**config.mk**
```make
export PLATFORM = sky130hd
export DESIGN_NAME = sdram_fifo_wr_drain_flat
export DESIGN_NICKNAME = d
export VERILOG_FILES = /design/src/rtl/sdram_wr_pkg.sv /design/src/rtl/sdram_fifo_wr_drain_if.sv /design/src/rtl/sdram_burst_buf.sv /design/src/rtl/sdram_fifo_wr_drain.sv /design/src/flat_wrapper.sv
export SDC_FILE = /design/constraint.sdc
export NUM_CORES = 1
export LEC_CHECK = 0
export BUFFER_PORTS_ARGS = -buffer_cell sky130_fd_sc_hd__buf_4
export CORE_ASPECT_RATIO = 1.25
export CORE_UTILIZATION = 50
export CTS_BUF_LIST = sky130_fd_sc_hd__clkbuf_4 sky130_fd_sc_hd__clkbuf_8
export CTS_CLUSTER_DIAMETER = 60
export CTS_CLUSTER_SIZE = 16
export DETAILED_ROUTE_END_ITERATION = 10
export PLACE_DENSITY = 0.68
export SLEW_MARGIN = 0
export SYNTH_ARGS = -nofsm -noshare
export SYNTH_HDL_FRONTEND = slang
export SYNTH_SLANG_ARGS = --single-unit
export TNS_END_PERCENT = 1
```
**constraint.sdc**
```tcl
create_clock -name clk -period 10.25 [get_ports clk]
set_input_delay 2.05 -clock clk [delete_from_list [all_inputs] [get_ports clk]]
set_output_delay 2.05 -clock clk [all_outputs]
set_load 0.1 [all_outputs]
```
**src/rtl/sdram_wr_pkg.sv**
```systemverilog
// Shared types and widths for the SDRAM write-path FIFO drain.
package sdram_wr_pkg;

  // Burst length field width; holds 1..256.
  localparam int unsigned WR_LEN_W = 9;

  // Idle-timer width; FLUSH_TIMEOUT must fit below 2**TMR_W.
  localparam int unsigned TMR_W = 16;

  typedef enum logic [2:0] {
    ST_IDLE,
    ST_FILL,
    ST_REQ,
    ST_XFER,
    ST_DONE_WAIT
  } state_e;

endpackage

```
**src/rtl/sdram_fifo_wr_drain_if.sv**
```systemverilog
// Burst request/data bus between the FIFO drain (master) and the SDRAM core (slave).
interface sdram_fifo_wr_drain_if
  import sdram_wr_pkg::*;
#(
  parameter int unsigned ADDR_W = 22,
  parameter int unsigned DATA_W = 32
);
  logic                wr_req;
  logic [ADDR_W-1:0]   wr_addr;
  logic [WR_LEN_W-1:0] wr_len;
  logic                wr_ack;
  logic                wr_data_req;
  logic [DATA_W-1:0]   wr_data;
  logic                wr_done;

  modport master (
    output wr_req,
    output wr_addr,
    output wr_len,
    output wr_data,
    input  wr_ack,
    input  wr_data_req,
    input  wr_done
  );

  modport slave (
    input  wr_req,
    input  wr_addr,
    input  wr_len,
    input  wr_data,
    output wr_ack,
    output wr_data_req,
    output wr_done
  );
endinterface

```
**src/rtl/sdram_burst_buf.sv**
```systemverilog
// One-burst staging register file: indexed write port, registered indexed read port.
module sdram_burst_buf #(
  parameter int unsigned DEPTH  = 8,
  parameter int unsigned DATA_W = 32,
  parameter int unsigned IDX_W  = 3
) (
  input  logic              clk,
  input  logic              rst_n,
  input  logic              we,
  input  logic [IDX_W-1:0]  wr_idx,
  input  logic [DATA_W-1:0] wr_data,
  input  logic              re,
  input  logic [IDX_W-1:0]  rd_idx,
  output logic [DATA_W-1:0] rd_data
);

  logic [DATA_W-1:0] mem [DEPTH];

  // Storage is never reset; only words below the fill count are ever read.
  always_ff @(posedge clk) begin
    if (we) mem[wr_idx] <= wr_data;
  end

  // Read register doubles as the beat output, so it clears on reset and holds otherwise.
  always_ff @(posedge clk) begin
    if (!rst_n)  rd_data <= '0;
    else if (re) rd_data <= mem[rd_idx];
  end

endmodule

```
**src/rtl/sdram_fifo_wr_drain.sv**
```systemverilog
// Drains the write-path FIFO into a staging buffer and issues SDRAM write bursts
// over a self-advancing ring of word addresses.
module sdram_fifo_wr_drain
  import sdram_wr_pkg::*;
#(
  parameter int unsigned BURST_LEN     = 8,
  parameter int unsigned DATA_W        = 32,
  parameter int unsigned ADDR_W        = 22,
  parameter int unsigned BASE_ADDR     = 0,
  parameter int unsigned END_ADDR      = 32'h003F_FFFF,
  parameter int unsigned FLUSH_TIMEOUT = 255
) (
  input  logic                 clk,
  input  logic                 rst_n,
  input  logic                 enable,
  input  logic                 flush,
  output logic                 fifo_rd_en,
  input  logic [DATA_W-1:0]    fifo_rd_data,
  input  logic                 fifo_empty,
  sdram_fifo_wr_drain_if.master wr_bus,
  output logic                 busy,
  output logic                 addr_wrap
);

  localparam int unsigned          AX_W   = ADDR_W + 1;
  localparam int unsigned          BUF_AW = (BURST_LEN > 1) ? $clog2(BURST_LEN) : 1;
  localparam logic [AX_W-1:0]      END_X  = AX_W'(END_ADDR);
  localparam logic [AX_W-1:0]      BL_X   = AX_W'(BURST_LEN);
  localparam logic [ADDR_W-1:0]    BASE_A = ADDR_W'(BASE_ADDR);
  localparam logic [WR_LEN_W-1:0]  BL_L   = WR_LEN_W'(BURST_LEN);
  localparam logic [WR_LEN_W-1:0]  ONE_L  = WR_LEN_W'(1);
  localparam logic [TMR_W-1:0]     TMO    = TMR_W'(FLUSH_TIMEOUT);

  state_e              state;
  logic [WR_LEN_W-1:0] count;
  logic [WR_LEN_W-1:0] idx;
  logic [WR_LEN_W-1:0] target;
  logic                pending;
  logic                flush_q;
  logic [TMR_W-1:0]    timer;
  logic [ADDR_W-1:0]   cur_addr;
  logic [AX_W-1:0]     room;
  logic [AX_W-1:0]     next_addr;
  logic                req_q;
  logic [ADDR_W-1:0]   addr_q;
  logic [WR_LEN_W-1:0] len_q;
  logic [DATA_W-1:0]   beat_q;
  logic                buf_re;
  logic                fill_done;
  logic                fill_cut;

  // Burst size is clipped so a burst never runs past the end of the ring.
  assign room      = END_X - {1'b0, cur_addr} + AX_W'(1);
  assign target    = (room < BL_X) ? room[WR_LEN_W-1:0] : BL_L;
  assign next_addr = {1'b0, cur_addr} + AX_W'(len_q);

  assign fifo_rd_en = (state == ST_FILL) && !fifo_empty && enable &&
                      ((count + WR_LEN_W'(pending)) < target);
  assign fill_done  = (count == target);
  assign fill_cut   = (count != '0) && !pending &&
                      (flush || flush_q || !enable || (timer == TMO));
  assign buf_re     = (state == ST_XFER) && wr_bus.wr_data_req;

  assign busy           = (state != ST_IDLE);
  assign wr_bus.wr_req  = req_q;
  assign wr_bus.wr_addr = addr_q;
  assign wr_bus.wr_len  = len_q;
  assign wr_bus.wr_data = beat_q;

  sdram_burst_buf #(
    .DEPTH  (BURST_LEN),
    .DATA_W (DATA_W),
    .IDX_W  (BUF_AW)
  ) u_buf (
    .clk     (clk),
    .rst_n   (rst_n),
    .we      (pending),
    .wr_idx  (count[BUF_AW-1:0]),
    .wr_data (fifo_rd_data),
    .re      (buf_re),
    .rd_idx  (idx[BUF_AW-1:0]),
    .rd_data (beat_q)
  );

  // Burst FSM with fill counter, idle timer, held flush and ring address generator.
  always_ff @(posedge clk) begin
    if (!rst_n) begin
      state     <= ST_IDLE;
      count     <= '0;
      idx       <= '0;
      pending   <= 1'b0;
      flush_q   <= 1'b0;
      timer     <= '0;
      cur_addr  <= BASE_A;
      req_q     <= 1'b0;
      addr_q    <= '0;
      len_q     <= '0;
      addr_wrap <= 1'b0;
    end else begin
      addr_wrap <= 1'b0;
      pending   <= fifo_rd_en;
      if (pending) count <= count + ONE_L;
      case (state)
        ST_IDLE: begin
          if (enable) state <= ST_FILL;
        end
        ST_FILL: begin
          if (fifo_rd_en)                       timer <= '0;
          else if (count != '0 && timer != TMO) timer <= timer + TMR_W'(1);
          if (flush && pending) flush_q <= 1'b1;
          if (fill_done || fill_cut) begin
            state   <= ST_REQ;
            req_q   <= 1'b1;
            addr_q  <= cur_addr;
            len_q   <= count;
            timer   <= '0;
            flush_q <= 1'b0;
          end else if (count == '0 && !pending && !enable) begin
            state   <= ST_IDLE;
            timer   <= '0;
            flush_q <= 1'b0;
          end
        end
        ST_REQ: begin
          if (wr_bus.wr_ack) begin
            state <= ST_XFER;
            req_q <= 1'b0;
            idx   <= '0;
          end
        end
        ST_XFER: begin
          if (wr_bus.wr_data_req) begin
            idx <= idx + ONE_L;
            if (idx + ONE_L == len_q) state <= ST_DONE_WAIT;
          end
        end
        ST_DONE_WAIT: begin
          if (wr_bus.wr_done) begin
            if (next_addr > END_X) begin
              cur_addr  <= BASE_A;
              addr_wrap <= 1'b1;
            end else begin
              cur_addr  <= next_addr[ADDR_W-1:0];
            end
            count <= '0;
            idx   <= '0;
            state <= enable ? ST_FILL : ST_IDLE;
          end
        end
        default: state <= ST_IDLE;
      endcase
    end
  end

endmodule

```
**src/flat_wrapper.sv**
```systemverilog
// flat-port wrapper written by rule: the top's interface ports become plain ports
module sdram_fifo_wr_drain_flat import sdram_wr_pkg::*;
#(
  parameter int unsigned BURST_LEN     = 8,
  parameter int unsigned DATA_W        = 32,
  parameter int unsigned ADDR_W        = 22,
  parameter int unsigned BASE_ADDR     = 0,
  parameter int unsigned END_ADDR      = 32'h003F_FFFF,
  parameter int unsigned FLUSH_TIMEOUT = 255
)
  (clk, rst_n, enable, flush, fifo_rd_en, fifo_rd_data, fifo_empty, busy, addr_wrap, wr_bus_wr_req, wr_bus_wr_addr, wr_bus_wr_len, wr_bus_wr_data, wr_bus_wr_ack, wr_bus_wr_data_req, wr_bus_wr_done);
  sdram_fifo_wr_drain_if #(.ADDR_W(ADDR_W), .DATA_W(DATA_W)) wr_bus_i ();
  input  logic clk;
  input  logic rst_n;
  input  logic enable;
  input  logic flush;
  output logic fifo_rd_en;
  input  logic [DATA_W-1:0] fifo_rd_data;
  input  logic fifo_empty;
  output logic busy;
  output logic addr_wrap;
  output wire logic [$bits(wr_bus_i.wr_req)-1:0] wr_bus_wr_req;
  output wire logic [$bits(wr_bus_i.wr_addr)-1:0] wr_bus_wr_addr;
  output wire logic [$bits(wr_bus_i.wr_len)-1:0] wr_bus_wr_len;
  output wire logic [$bits(wr_bus_i.wr_data)-1:0] wr_bus_wr_data;
  input wire logic [$bits(wr_bus_i.wr_ack)-1:0] wr_bus_wr_ack;
  input wire logic [$bits(wr_bus_i.wr_data_req)-1:0] wr_bus_wr_data_req;
  input wire logic [$bits(wr_bus_i.wr_done)-1:0] wr_bus_wr_done;
  assign wr_bus_wr_req = wr_bus_i.wr_req;
  assign wr_bus_wr_addr = wr_bus_i.wr_addr;
  assign wr_bus_wr_len = wr_bus_i.wr_len;
  assign wr_bus_wr_data = wr_bus_i.wr_data;
  assign wr_bus_i.wr_ack = wr_bus_wr_ack;
  assign wr_bus_i.wr_data_req = wr_bus_wr_data_req;
  assign wr_bus_i.wr_done = wr_bus_wr_done;
  sdram_fifo_wr_drain #(.BURST_LEN(BURST_LEN), .DATA_W(DATA_W), .ADDR_W(ADDR_W), .BASE_ADDR(BASE_ADDR), .END_ADDR(END_ADDR), .FLUSH_TIMEOUT(FLUSH_TIMEOUT)) u_core (.clk(clk), .rst_n(rst_n), .enable(enable), .flush(flush), .fifo_rd_en(fifo_rd_en), .fifo_rd_data(fifo_rd_data), .fifo_empty(fifo_empty), .wr_bus(wr_bus_i), .busy(busy), .addr_wrap(addr_wrap));
endmodule
```
---- Yosys cells after proc, flatten, opt, wreduce, memory -nomap -nowiden ----
Memory sizes are Yosys's and may differ from the RTL's. A register that Yosys moved wholly into a read port is not among the register bits.
Index checks and enable logic that the tools add are counted.
cells by class
  mux-type cells .......................... 31
  equal/unequal tests ..................... 15
  add/subtract/negate cells ............... 7
  magnitude comparators ................... 3
  reduce and logical (&&, ||, !) cells .... 34
operators by type and width
  cell                                                              number
  two-way mux 16 bit                                                4
  two-way mux 9 bit                                                 7
  case mux 9 bit (3 select lines)                                   1
  adder 22 x 9 -> 23 bit                                            1
  adder 23 x 1 -> 23 bit (second input constant)                    1
  greater-than comparator 23 x 22 -> 1 bit (second input constant)  1
  < comparator 23 x 4 -> 1 bit (second input constant)              1
  subtractor 22 x 22 -> 23 bit (first input constant)               1
  two-way mux 22 bit                                                1
  two-way mux 3 bit                                                 7
  adder 9 x 1 -> 9 bit (second input constant)                      2
  == test 9 bit                                                     2
  adder 16 x 1 -> 16 bit (second input constant)                    1
  == test 16 x 8 -> 1 bit (second input constant)                   1
  inequality test 16 x 8 -> 1 bit (second input constant)           1
  case mux 3 bit (5 select lines)                                   1
  inequality test 2 bit (second input constant)                     6
  logical AND 1 bit                                                 10
  adder 9 x 1 -> 9 bit                                              1
  zero test 9 bit                                                   1
  < comparator 9 bit                                                1
  two-way mux 1 bit                                                 9
  nonzero test 3 bit                                                3
  nonzero test 9 bit                                                1
  14 further kinds                                                  25
storage, ports and cells
  word-level logic and storage cells ...... 102
  input port bits ......................... 40
  output and inout port bits .............. 67
  register bits after elaboration ......... 94
  RAM bits ................................ 256
  memories kept ........................... 1
memory list
  name              depth  bits a word  rd ports  clocked after memory_dff  wr ports  line                   text
  u_core.u_buf.mem  8      32           1         1                         1         sdram_burst_buf.sv:17  logic [DATA_W-1:0] mem [DEPTH];

---- Longest topological paths before layout ----
  depth in word-level cells ............... 9
  gate-level depth with buffers ........... 19
  depth with buffers taken out ............ 18

---- By module ----
From an unflattened synthesis, not the netlist that was laid out.
unflattened totals
  cells, all modules ...................... 1333
  area, all modules ....................... 16846.2 µm²
by module, submodules not included
  module               instances  area an instance (µm²)  sequential area each (µm²)  cells an instance
  sdram_burst_buf      1          10834.1                 8328.0                      598
  sdram_fifo_wr_drain  1          6012.0                  1881.8                      735

---- Worst setup path after synthesis ----
No wires, ideal clock.
  kind .................................... register to output
  start ................................... register u_core.cur_addr[0]
  end ..................................... output port fifo_rd_en
  buffers on the path ..................... 0
  arrival time ............................ 5.223 ns
  setup slack ............................. 2.977 ns
  data required time ...................... 8.200 ns
  cell stages (with the launch flop) ...... 15
  path through ............................ dfxtp_1 inv_1 ha_1 nor4b_2 nand3_1 or4_1 a22oi_1 nand4_1 inv_1 nand2_1 ha_1 a21oi_1 o21ai_0 a2111o_1 o21ai_0
on the way
  word-level cells in the longest chain between the ends .. 6
RTL lines
  what                            line                        text
  start: declaration              sdram_fifo_wr_drain.sv:41   logic [ADDR_W-1:0] cur_addr;
  start signal: assignment        sdram_fifo_wr_drain.sv:143  cur_addr <= next_addr[ADDR_W-1:0];
  subtractor 22 x 22 -> 23 bit *  sdram_fifo_wr_drain.sv:53   assign room = END_X - {1'b0, cur_addr} + AX_W'(1);
  adder 23 x 1 -> 23 bit *        sdram_fifo_wr_drain.sv:53
  < comparator 23 x 4 -> 1 bit    sdram_fifo_wr_drain.sv:54   assign target = (room < BL_X) ? room[WR_LEN_W-1:0] : BL_L;
  two-way mux 9 bit *             sdram_fifo_wr_drain.sv:54
  < comparator 9 bit *            sdram_fifo_wr_drain.sv:58   ((count + WR_LEN_W'(pending)) < target);
  logical AND 1 bit *             sdram_fifo_wr_drain.sv:57   assign fifo_rd_en = (state == ST_FILL) && !fifo_empty && enable &&
  end: declaration                flat_wrapper.sv:17          output logic fifo_rd_en;
Mark *: on every way between the ends. The rest lies on a longest branch, timed or not.

---- Worst setup path in the final report ----
  start ................................... register u_core.cur_addr[1]
  end ..................................... output port fifo_rd_en
The elaborated chain is that of the path after synthesis.

==> run summary <==
The first routing iteration left 698 violations. The kind of end point of the critical path was a primary output. Ranked by instance count, the synthesized netlist is headed by sky130_fd_sc_hd__edfxtp_1, sky130_fd_sc_hd__nand2_1, sky130_fd_sc_hd__dfxtp_1. Clock-pin slew was measured on the worst setup and hold paths at 0.10 ns. The worst hold path belongs to the class flip-flop to flip-flop.

Averaged over all synthesized cells, the footprint is 13.4 um2. 0 antenna diodes ended up in the layout. Sorting the synthesized cells by area gives the leading types as sky130_fd_sc_hd__edfxtp_1, sky130_fd_sc_hd__dfxtp_1, sky130_fd_sc_hd__mux4_2, sky130_fd_sc_hd__mux2i_1, sky130_fd_sc_hd__nand2_1. Together, buffers and inverters on the worst path number 3. Setup violations remaining at the end of the flow were counted as 0.

The worst setup path is of the flip-flop to primary output kind. The met1 track utilization from global routing was 0.277; the number of warning messages in the yosys log was 0. Primary flip-flop cell chosen by synthesis mapping: sky130_fd_sc_hd__edfxtp_1. TritonCTS built the clock tree.

After the flow finishes, the layout carries non-filler instances totaling 1746. The max-slew headroom at the worst pin came out at 0.306. The routed design could run at a clock period as short as 7.18 ns.

For the number of antenna violations at the first check in global routing, the log shows 0. The register area share after synthesis was 0.622; the relative contribution of sequential cells to total power was 0.633. The number of pins exceeding their max-slew limit in the final report was 0; the area added between synthesis and finish was 11.5%. Design internal power: 0.00205 W. The run gives 0.570 as the post-route core utilization.

Max-cap violations in this run came to 0. The tools report the pre-CTS setup slack as 3.78 ns. Post-CTS timing repair inserted 0 buffers for setup.

Yosys mapped a number of flops with a built-in enable equal to 256. The floorplan step defined a die boundary enclosing 33500 um2. The share of total power in the clock network came out at 0.340.

The die is 205 um tall. The switching power as a share of total power works out to 0.211. Across the VDD grid, the largest voltage drop is 0.129 mV. After routing, the total negative slack on setup checks comes to 0 ns. Synthesis handed over a netlist of 1227 instances. The share of final-layout standard cells stronger than drive strength 1 was 0.203. The synthesized netlist contains 69 unique library cells. After clock tree synthesis, the repair step resized 0 gates.

Synthesis inferred 382 register bits. The number of hold-repair buffers added at the cts stage is 0, and the remaining routing DRC violations is 0. The routed design has 35100 um of wire. For the total instance count after detailed placement, the log shows 1690. The total count of hold-check failures in the final report came out at 0. The logs give 1 for the number of H-tree branching levels and 16400 um2 for the synthesized cell area. Overall routing resource usage: 0.213. The top cell type's share of synthesized area is 0.469.

The tools report the met3 global-route usage as 0.0368. The net switching power figure came out at 0.000549 W. The run finished with clean final reports.

The post-detailed-route count of antenna-violating nets is 0, and the clock insertion delay at the later pin of the skew report is 0.62 ns. In the post-synthesis netlist, the cell with the most instances is sky130_fd_sc_hd__edfxtp_1. In the routed layout, each cell is associated on average with a via count of 5.87. The cell type group with the largest total delay on the critical path is simple AND/OR/NAND/NOR gates.

Once detailed placement completed, the half-perimeter wirelength came to 20800 um. The number of global-route vias before repair came out at 10.0k. The number of optimization iterations in the first detailed-route pass came out at 5. Post-synthesis async set-or-reset flop share: 0.

The measured slew at the worst slew-check pin came out at 1.04 ns. At the worst endpoint, the arrival time is 5.13 ns. The final layout net count was 1375; the clock buffer count from CTS was 30. The maximum buffer depth of the clock tree came out at 3. For this run, the top clock speed supported by timing is 0.139 GHz. Setup repair after global routing left no endpoint under its margin. The maximum fanout count along the critical path works out to 6.

Input and output buffers added on the ports amount to 106. The peak per-stage delay on the critical path is 0.58 ns, and the largest net degree at the start of global routing is 72. The tools report the clock skew after layout as 0.0247 ns. The library cell with the largest summed area after synthesis was sky130_fd_sc_hd__edfxtp_1.

The initialized floorplan defines 73 standard-cell rows. The final worst-path cycle share was 0.700. Effective utilization at floorplan: 0.512. Highest-utilization routing layer at the global route stage: met2.

The total overflow left after global routing is 0. The signal on the critical path passes through inv_1 -> ha_1 -> nor4b_2 -> nand3_1 -> or4_1 -> a22oi_1 -> nand4_1 -> inv_1 -> nand2_1 -> ha_1 -> a21oi_1 -> o21ai_0 -> a2111o_1 -> o21ai_0 -> buf_4. STA classifies the critical path startpoint as a flip-flop.

Summed over all cells, the static leakage comes to 6.07 nW. The met2 track demand over resource in global routing was 0.366. The floorplan die width is 164 um. The combinational cell fraction of total power is 0.027. Data on the critical path is required at its endpoint by 8.20 ns. Power spread over the standard cell area amounts to 142 nW/um2. The number of ports placed on the die boundary was 107; the global placer's final weighted congestion was 0.901. For the total via count after detailed routing, the log shows 10.2k. The tools report the root buffer cell as sky130_fd_sc_hd__clkbuf_8. The tools report the core area as 32100 um2.

After detailed routing, the average wire length per cell comes to 20.1 um. The first global-routing pass estimated 54900 um of wire. The largest individual stage delay along the critical path comes from the cell sky130_fd_sc_hd__or4_1. CTS saw 382 sinks. Setup slack on the critical path of the routed design comes to 3.07 ns.
[layout by cell type (no fill, tap or decap), drive strengths merged, types with 19 or more instances in the layout]
cell and n:
edfxtp 256, nand2 128, dfxtp 126, buf 125
nor2 94, mux2i 67, mux4 64, clkbuf 50
o21ai 43, a211oi 35, nand3 32, a21oi 28
ha 24, xor2 22, nand4 19, nor3 19
[worst min-delay path, delay by kind of cell, from the launching register on]
kind | cells | cell delay, ns
flops | 1 | 0.32
simple gates | 1 | 0.05
mux | 1 | 0.05
[state kept, by name (all words and copies together), names as in the netlist]
signal / cells
u_core.wr_bus.wr_len: 9
u_core.flush_q: 1
u_core.addr_wrap: 1
u_core.pending: 1
u_core.cur_addr: 22
u_core.wr_bus.wr_addr: 22
u_core.timer: 16
u_core.idx: 9
u_core.u_buf.mem: 256
u_core.state: 3
u_core.u_buf.rd_data: 32
u_core.count: 9
u_core.wr_bus.wr_req: 1
[layout make-up]
type	count	area (um2)
fill	2599	13800
sequential	382	10200
multi-input combinational	756	5900
timing repair buffer	125	938
clock buffer	50	569
tap	412	515
clock inverter	6	88.8
inverter	15	56.3
[metrics by stage]
step | hold slack, ns | power (W) | area (um2)
floorplan | 0.452 | 0.00171 | 16400
global placement | 0.444 | 0.00175 | 17600
detailed placement | 0.447 | 0.00175 | 17600
CTS | 0.467 | 0.00262 | 18300
global route | 0.479 | 0.00269 | 18300
finish | 0.464 | 0.00260 | 18300
[power by group through the flow]
stage | clock network (W) | logic, W | registers, W
3_3_place_gp | 0 | 0.0000680 | 0.00168
4_1_cts | 0.000910 | 0.0000701 | 0.00164
3_5_place_dp | 0 | 0.0000698 | 0.00168
2_1_floorplan | 0 | 0.0000336 | 0.00168
6_report | 0.000884 | 0.0000697 | 0.00164
5_1_grt | 0.000966 | 0.0000761 | 0.00164
[metal layers]
metal | vias up | share of wire
li1 | 4839 | -
met1 | 5027 | 0.42
met2 | 318 | 0.49
met3 | 62 | 0.061
met4 | 0 | 0.022
met5 | - | 0
[final timing paths]
kind                                                 from                        end  slack, ns  depth (start not counted)
worst max-delay path                   u_core.cur_addr[1]                 fifo_rd_en       3.07                         15
worst min-delay path            u_core.wr_bus.wr_addr[10]  u_core.wr_bus.wr_addr[10]       0.46                          2
worst max register to register         u_core.cur_addr[1]            u_core.timer[5]       5.48                         18
worst min register to register  u_core.wr_bus.wr_addr[10]  u_core.wr_bus.wr_addr[10]       0.46                          2
[kinds of logic after synthesis]
logic type	Yosys count	share of synthesized area
flops	382	0.622
simple gates	375	0.110
compound gates	179	0.0741
mux	131	0.129
buf+inv	93	0.0224
xor+xnor	41	0.0228
fa+ha+maj	25	0.0195
other cells	1	0.000229
Note: power is estimated with default switching activity, not from simulation.
